==> config.mk <==
export PLATFORM = sky130hd
export DESIGN_NAME = crc12_frame_tx
export DESIGN_NICKNAME = d
export VERILOG_FILES = /design/src/rtl/crc12_frame_tx.sv
export SDC_FILE = /design/constraint.sdc
export NUM_CORES = 1
export LEC_CHECK = 0
export BUFFER_PORTS_ARGS = -buffer_cell sky130_fd_sc_hd__buf_2
export CAP_MARGIN = 20
export CELL_PAD_IN_SITES_DETAIL_PLACEMENT = 1
export CELL_PAD_IN_SITES_GLOBAL_PLACEMENT = 2
export CORE_MARGIN = 1
export CORE_UTILIZATION = 34
export DETAILED_ROUTE_END_ITERATION = 16
export GPL_TIMING_DRIVEN = 0
export PLACE_DENSITY = 0.76
export SLEW_MARGIN = 20
export SYNTH_ARGS = -nofsm -noshare
export SYNTH_HDL_FRONTEND = slang
export SYNTH_SLANG_ARGS = --single-unit
==> constraint.sdc <==
create_clock -name clk -period 2.2 [get_ports clk]
set_input_delay 0.22 -clock clk [delete_from_list [all_inputs] [get_ports clk]]
set_output_delay 0.22 -clock clk [all_outputs]
set_load 0.005 [all_outputs]
==> src/rtl/crc12_frame_tx.sv <==
// rtl/crc12_frame_tx.sv - frames a payload byte stream as SYNC, payload, CRC-12 high, CRC-12 low
//
// Purpose:
//   Wraps each upstream payload frame with a leading SYNC byte and a trailing
//   two-byte CRC-12 (poly 0x80F, init 0xFFF, MSB first, no reflection, no
//   final XOR). The CRC covers the payload only and is computed on the fly,
//   so no payload is buffered.
//
// Optional feature (macro CRC12_FRAME_TX_MAXLEN_EN):
//   When defined, a frame reaching MAX_LEN payload bytes without s_last is
//   closed early and err pulses for one cycle. The remaining upstream bytes
//   start a new frame. When undefined, there is no length counter and err is
//   tied to 0.
//
// Ports:
//   clk, arstn         clock, asynchronous active-low reset
//   s_data/s_valid/
//   s_last/s_ready     payload byte stream in
//   m_data/m_valid/
//   m_last/m_ready     framed byte stream out (registered); m_last marks the CRC low byte
//   busy               frame in progress or output byte still pending
//   frame_cnt          completed frames, wraps at 0xFFFF
//   err                over-length truncation pulse
module crc12_frame_tx #(
  parameter logic [7:0] SYNC_BYTE = 8'hA5,
  parameter int         MAX_LEN   = 255
) (
  input  logic        clk,
  input  logic        arstn,
  input  logic [7:0]  s_data,
  input  logic        s_valid,
  input  logic        s_last,
  output logic        s_ready,
  output logic [7:0]  m_data,
  output logic        m_valid,
  output logic        m_last,
  input  logic        m_ready,
  output logic        busy,
  output logic [15:0] frame_cnt,
  output logic        err
);

  if (MAX_LEN < 1 || MAX_LEN > 255) begin : g_max_len_check
    $error("crc12_frame_tx: MAX_LEN must be within 1..255");
  end

  typedef enum logic [1:0] {
    IDLE    = 2'd0,
    PAYLOAD = 2'd1,
    CRC_HI  = 2'd2,
    CRC_LO  = 2'd3
  } state_t;

  state_t      state, state_n;
  logic [11:0] crc, crc_n;
  logic [7:0]  m_data_n;
  logic        m_valid_n;
  logic        m_last_n;
  logic [15:0] frame_cnt_n;
  logic        slot_free;

`ifdef CRC12_FRAME_TX_MAXLEN_EN
  logic [7:0]  len, len_n;
  logic        err_q, err_n;
`endif

  // One byte of the bit-serial CRC-12 update, MSB of the byte first.
  function automatic logic [11:0] crc12_next(input logic [11:0] c_in, input logic [7:0] d);
    logic [11:0] c;
    logic        fb;
    c = c_in;
    for (int i = 7; i >= 0; i--) begin
      fb = c[11] ^ d[i];
      c  = {c[10:0], 1'b0};
      if (fb) c = c ^ 12'h80F;
    end
    return c;
  endfunction

  // The output register can take a new byte when it is empty or being drained.
  assign slot_free = !m_valid || m_ready;
  assign busy      = (state != IDLE) || m_valid;

  always_comb begin
    state_n     = state;
    crc_n       = crc;
    m_data_n    = m_data;
    m_valid_n   = slot_free ? 1'b0 : m_valid;
    m_last_n    = m_last;
    frame_cnt_n = frame_cnt;
    s_ready     = 1'b0;
`ifdef CRC12_FRAME_TX_MAXLEN_EN
    len_n       = len;
    err_n       = 1'b0;
`endif
    case (state)
      IDLE: begin
        // The waiting payload byte only triggers the SYNC byte; it is taken
        // in PAYLOAD on a later cycle.
        if (s_valid && slot_free) begin
          m_data_n  = SYNC_BYTE;
          m_valid_n = 1'b1;
          m_last_n  = 1'b0;
          crc_n     = 12'hFFF;
`ifdef CRC12_FRAME_TX_MAXLEN_EN
          len_n     = 8'd0;
`endif
          state_n   = PAYLOAD;
        end
      end
      PAYLOAD: begin
        s_ready = slot_free;
        if (s_valid && slot_free) begin
          m_data_n  = s_data;
          m_valid_n = 1'b1;
          m_last_n  = 1'b0;
          crc_n     = crc12_next(crc, s_data);
`ifdef CRC12_FRAME_TX_MAXLEN_EN
          len_n     = len + 8'd1;
          if (s_last) begin
            state_n = CRC_HI;
          end else if (len == 8'(MAX_LEN - 1)) begin
            state_n = CRC_HI;
            err_n   = 1'b1;
          end
`else
          if (s_last) state_n = CRC_HI;
`endif
        end
      end
      CRC_HI: begin
        if (slot_free) begin
          m_data_n  = {4'h0, crc[11:8]};
          m_valid_n = 1'b1;
          m_last_n  = 1'b0;
          state_n   = CRC_LO;
        end
      end
      CRC_LO: begin
        if (slot_free) begin
          m_data_n    = crc[7:0];
          m_valid_n   = 1'b1;
          m_last_n    = 1'b1;
          frame_cnt_n = frame_cnt + 16'd1;
          state_n     = IDLE;
        end
      end
      default: state_n = IDLE;
    endcase
  end

  always_ff @(posedge clk or negedge arstn) begin
    if (!arstn) begin
      state     <= IDLE;
      crc       <= 12'hFFF;
      m_data    <= 8'h00;
      m_valid   <= 1'b0;
      m_last    <= 1'b0;
      frame_cnt <= 16'h0000;
`ifdef CRC12_FRAME_TX_MAXLEN_EN
      len       <= 8'd0;
      err_q     <= 1'b0;
`endif
    end else begin
      state     <= state_n;
      crc       <= crc_n;
      m_data    <= m_data_n;
      m_valid   <= m_valid_n;
      m_last    <= m_last_n;
      frame_cnt <= frame_cnt_n;
`ifdef CRC12_FRAME_TX_MAXLEN_EN
      len       <= len_n;
      err_q     <= err_n;
`endif
    end
  end

`ifdef CRC12_FRAME_TX_MAXLEN_EN
  assign err = err_q;
`else
  assign err = 1'b0;
`endif

endmodule

==> summary.md <==
| Metric | Value |
|---|---|
| Fraction of final layout cells sized beyond drive strength 1 | `30.3%` |
| Final period util | `89.8%` |
| Number of H-tree levels | `2` |
| CP arrival | `2190 ps` |
| Area used by sequential logic in the layout | `1020 um2` |
| Average wire per cell in the routed design | `15.2 um` |
| Number of buffers and inverters on the critical path | `0` |
| Number of port buffers | `40` |
| Slew at the pin closest to its max-slew limit | `897 ps` |
| Filler cells | `662` |
| GR Overflow Total | `0` |
| Fmax | `506 MHz` |
| Effective utilization at floorplan | `36.1%` |
| Synthesis-stage register bit count | `40` |
| Post-layout nets | `256` |
| Unrepaired setup endpoints after global routing | `no` |
| Vias per cell | `4.93` |
| Post-Syn Nets | `210` |
| Remaining antenna violation count | `0` |
| Sum of net half-perimeters after detailed placement | `3.47 mm` |
| Worst setup skew after layout | `9.86 ps` |
| Result of the run | `finished, final reports clean` |
| Clk_lat worst skew | `290 ps` |
| Final slew viol count | `0` |
| Minimum clock period after layout | `1980 ps` |
| Worst Hold Class | `input port to asynchronous set/reset pin` |
| Number of antenna violations at the first check in global routing | `0` |
| Post-synthesis sequential area ratio | `49.8%` |
| Worst slew slack as a fraction of its limit | `40.2%` |
| Synthesis warning total | `0` |
| Initial DRC count | `90` |
| Nature of the critical path startpoint | `flop` |
| Vias in the first global route | `1603` |
| Total Power | `3300 uW` |
| Critical path required time | `2420 ps` |
| Buffer type at the clock tree root | `sky130_fd_sc_hd__clkbuf_8` |
| Total number of placement rows | `27` |
| Die Footprint | `6310 um2` |
| CTS tree | `done` |
| Post-synthesis instance area | `2040 um2` |
| Final weighted congestion in routability-driven placement | `0.760` |
| Num CTS Buffers | `5` |
| Die height | `79.5 um` |
| Number of hold violations in the final report | `0` |
| Class of the most critical setup path | `flop to flop` |
| CP max stage delay | `560 ps` |
| Type of element capturing the critical path | `flop` |
| Count of TritonRoute iterations in the first routing pass | `4` |
| Worst IR Drop VDD | `0.596 mV` |
| P_leak | `0.00111 uW` |
| Maximum number of pins on one net before global-route repair | `41` |
| Total Negative Setup Slacks | `0 ps` |
| Power per cell area | `1360 nW/um2` |
| Post-synthesis area per instance | `10.7 um2` |
| Kind of cell with the highest combined delay on the critical path | `XOR/XNOR gates` |
| DRC violation count after routing | `0` |
| Via total after detailed routing | `1528` |
| Std-Cell Core Area | `5640 um2` |
| Instance count of the mapped netlist | `191` |
| Number of max-cap violations | `0` |
| Max Buffers Root-to-Sink | `2` |
| Total GRT Usage | `17.3%` |
| Clock-pin slew of the registers on the worst-case setup and hold paths | `80 ps` |
| Wire length of the first global-routing pass | `8.34 mm` |
| Number of distinct standard cells referenced by the synthesized netlist | `34` |
| Ports placed on the boundary | `42` |
| Footprint of the multi-input gates | `981 um2` |
| Final count of negative-setup-slack endpoints | `0` |
| Count of hold-fix buffers inserted at cts | `0` |
| Cell-by-cell trace of the critical path | `xor2_1 -> xnor2_1 -> xnor3_2 -> xnor3_1 -> o22a_1` |
| Chip Width | `79.5 um` |
| Worst-path maximum fanout | `3` |
| Critical-path top delay cell | `sky130_fd_sc_hd__dfstp_2` |
| Number of diodes | `0` |
| Total Wirelength | `4.71 mm` |
| CTS sink count | `40` |
| Layout overhead on the synthesized area | `19.0%` |
## metal layers
metal / track usage [%] / share of wire, % / routed length [um]
met1: 24.6 / 49 / 2330
met5: 0 / 0 / 0
met4: 3.27 / 0.66 / 31
met2: 27.4 / 46 / 2170
met3: 3.43 / 3.9 / 182
## cell type report
class	instances	area share, %
Multi-Input combinational cell	140	40.4
Sequential cell	40	41.9
Clock inverter	2	0.619
Inverter	3	0.464
Clock buffer	6	3.40
Tap cell	72	3.71
Buffer	7	1.29
Timing Repair Buffer	40	8.25
## cells in the final DEF (no fill, tap or decap), drive strengths merged, types with 5 or more instances in the layout
master / instances
a21oi: 17
buf: 42
clkbuf: 11
dfrtp: 28
dfstp: 12
ha: 6
mux2: 5
nand2: 9
nand3: 7
nor2: 26
o21ai: 5
xnor2: 25
xor2: 9
## cells by family after synthesis
logic type / count (synthesis) / synth area share (%)
other cells: 1 / 0.184
fa+ha+maj: 6 / 3.68
simple gates: 58 / 13.2
xor+xnor: 36 / 18.0
mux: 5 / 2.76
flops: 40 / 49.8
compound gates: 34 / 10.2
buf+inv: 11 / 2.21
## final timing paths
path	slack, ps	cells past startpoint	startpoint	to
max reg2reg	220	5	crc[11]	crc[11]
min	50	1	arstn	m_data[2]
max	220	5	crc[11]	crc[11]
min in group clk	210	2	s_valid	m_valid
max in group asynchronous	1580	1	arstn	state[0]
min reg2reg	480	1	frame_cnt[15]	frame_cnt[15]
## flip-flops by register name (all words and copies together) (netlist names)
| register | flops |
|---|---|
| crc | 12 |
| frame_cnt | 16 |
| m_data | 8 |
| m_last | 1 |
| m_valid | 1 |
| state | 2 |
## stage by stage
step	setup slack [ps]	utilization [%]	instance area, um2	hold WS (ps)	instances
2_1_floorplan	362	-	2040	-75.6	191
3_3_place_gp	12.3	41.3	2330	410	303
3_5_place_dp	8.24	41.3	2330	418	303
4_1_cts	51.4	43.0	2420	96.3	310
5_1_grt	97.5	43.0	2430	131	310
6_report	223	43.0	2430	54.9	310
## report_power, final
group / internal (uW) / total [uW] / switching [uW]
Combinational: 753 / 1600 / 843
Sequential: 1010 / 1180 / 171
Clock: 254 / 520 / 266
## worst register-to-register path: stages (launching register included)
cell and delay, ps:
sky130_fd_sc_hd__dfstp_2 560, sky130_fd_sc_hd__xor2_1 240, sky130_fd_sc_hd__xnor2_1 210, sky130_fd_sc_hd__xnor3_2 540, sky130_fd_sc_hd__xnor3_1 190, sky130_fd_sc_hd__o22a_1 160
## synth_stat cells, drive strengths merged
library cell | instances | area [um2]
dfrtp | 28 | 701
o22a | 2 | 17.5
ha | 6 | 75.1
nor2 | 26 | 97.6
nor3 | 1 | 5.00
inv | 3 | 11.3
a222oi | 2 | 20.0
conb | 1 | 3.75
nor2b | 1 | 6.26
mux2 | 5 | 56.3
and4 | 1 | 8.76
xnor2 | 25 | 226
and3 | 2 | 12.5
dfstp | 12 | 315
xor2 | 9 | 93.8
a22oi | 4 | 30.0
buf | 2 | 11.3
a221oi | 2 | 17.5
nand3b | 1 | 7.51
and2 | 2 | 12.5
clkbuf | 6 | 22.5
a21oi | 17 | 85.1
nand2b | 3 | 18.8
nand4 | 4 | 25.0
o21ai | 5 | 25.0
nand2 | 9 | 33.8
or3 | 1 | 6.26
nand3 | 7 | 35.0
a31oi | 2 | 12.5
xnor3 | 2 | 46.3
## repair_timing
action | CTS | global route
gates cloned | 0 | 0
setup endpoints to repair | 1 | 15
gates resized for setup | 0 | 3
buffers inserted | 0 | 0
pin swaps | 0 | 0
Note: power is estimated with default switching activity, not from simulation.
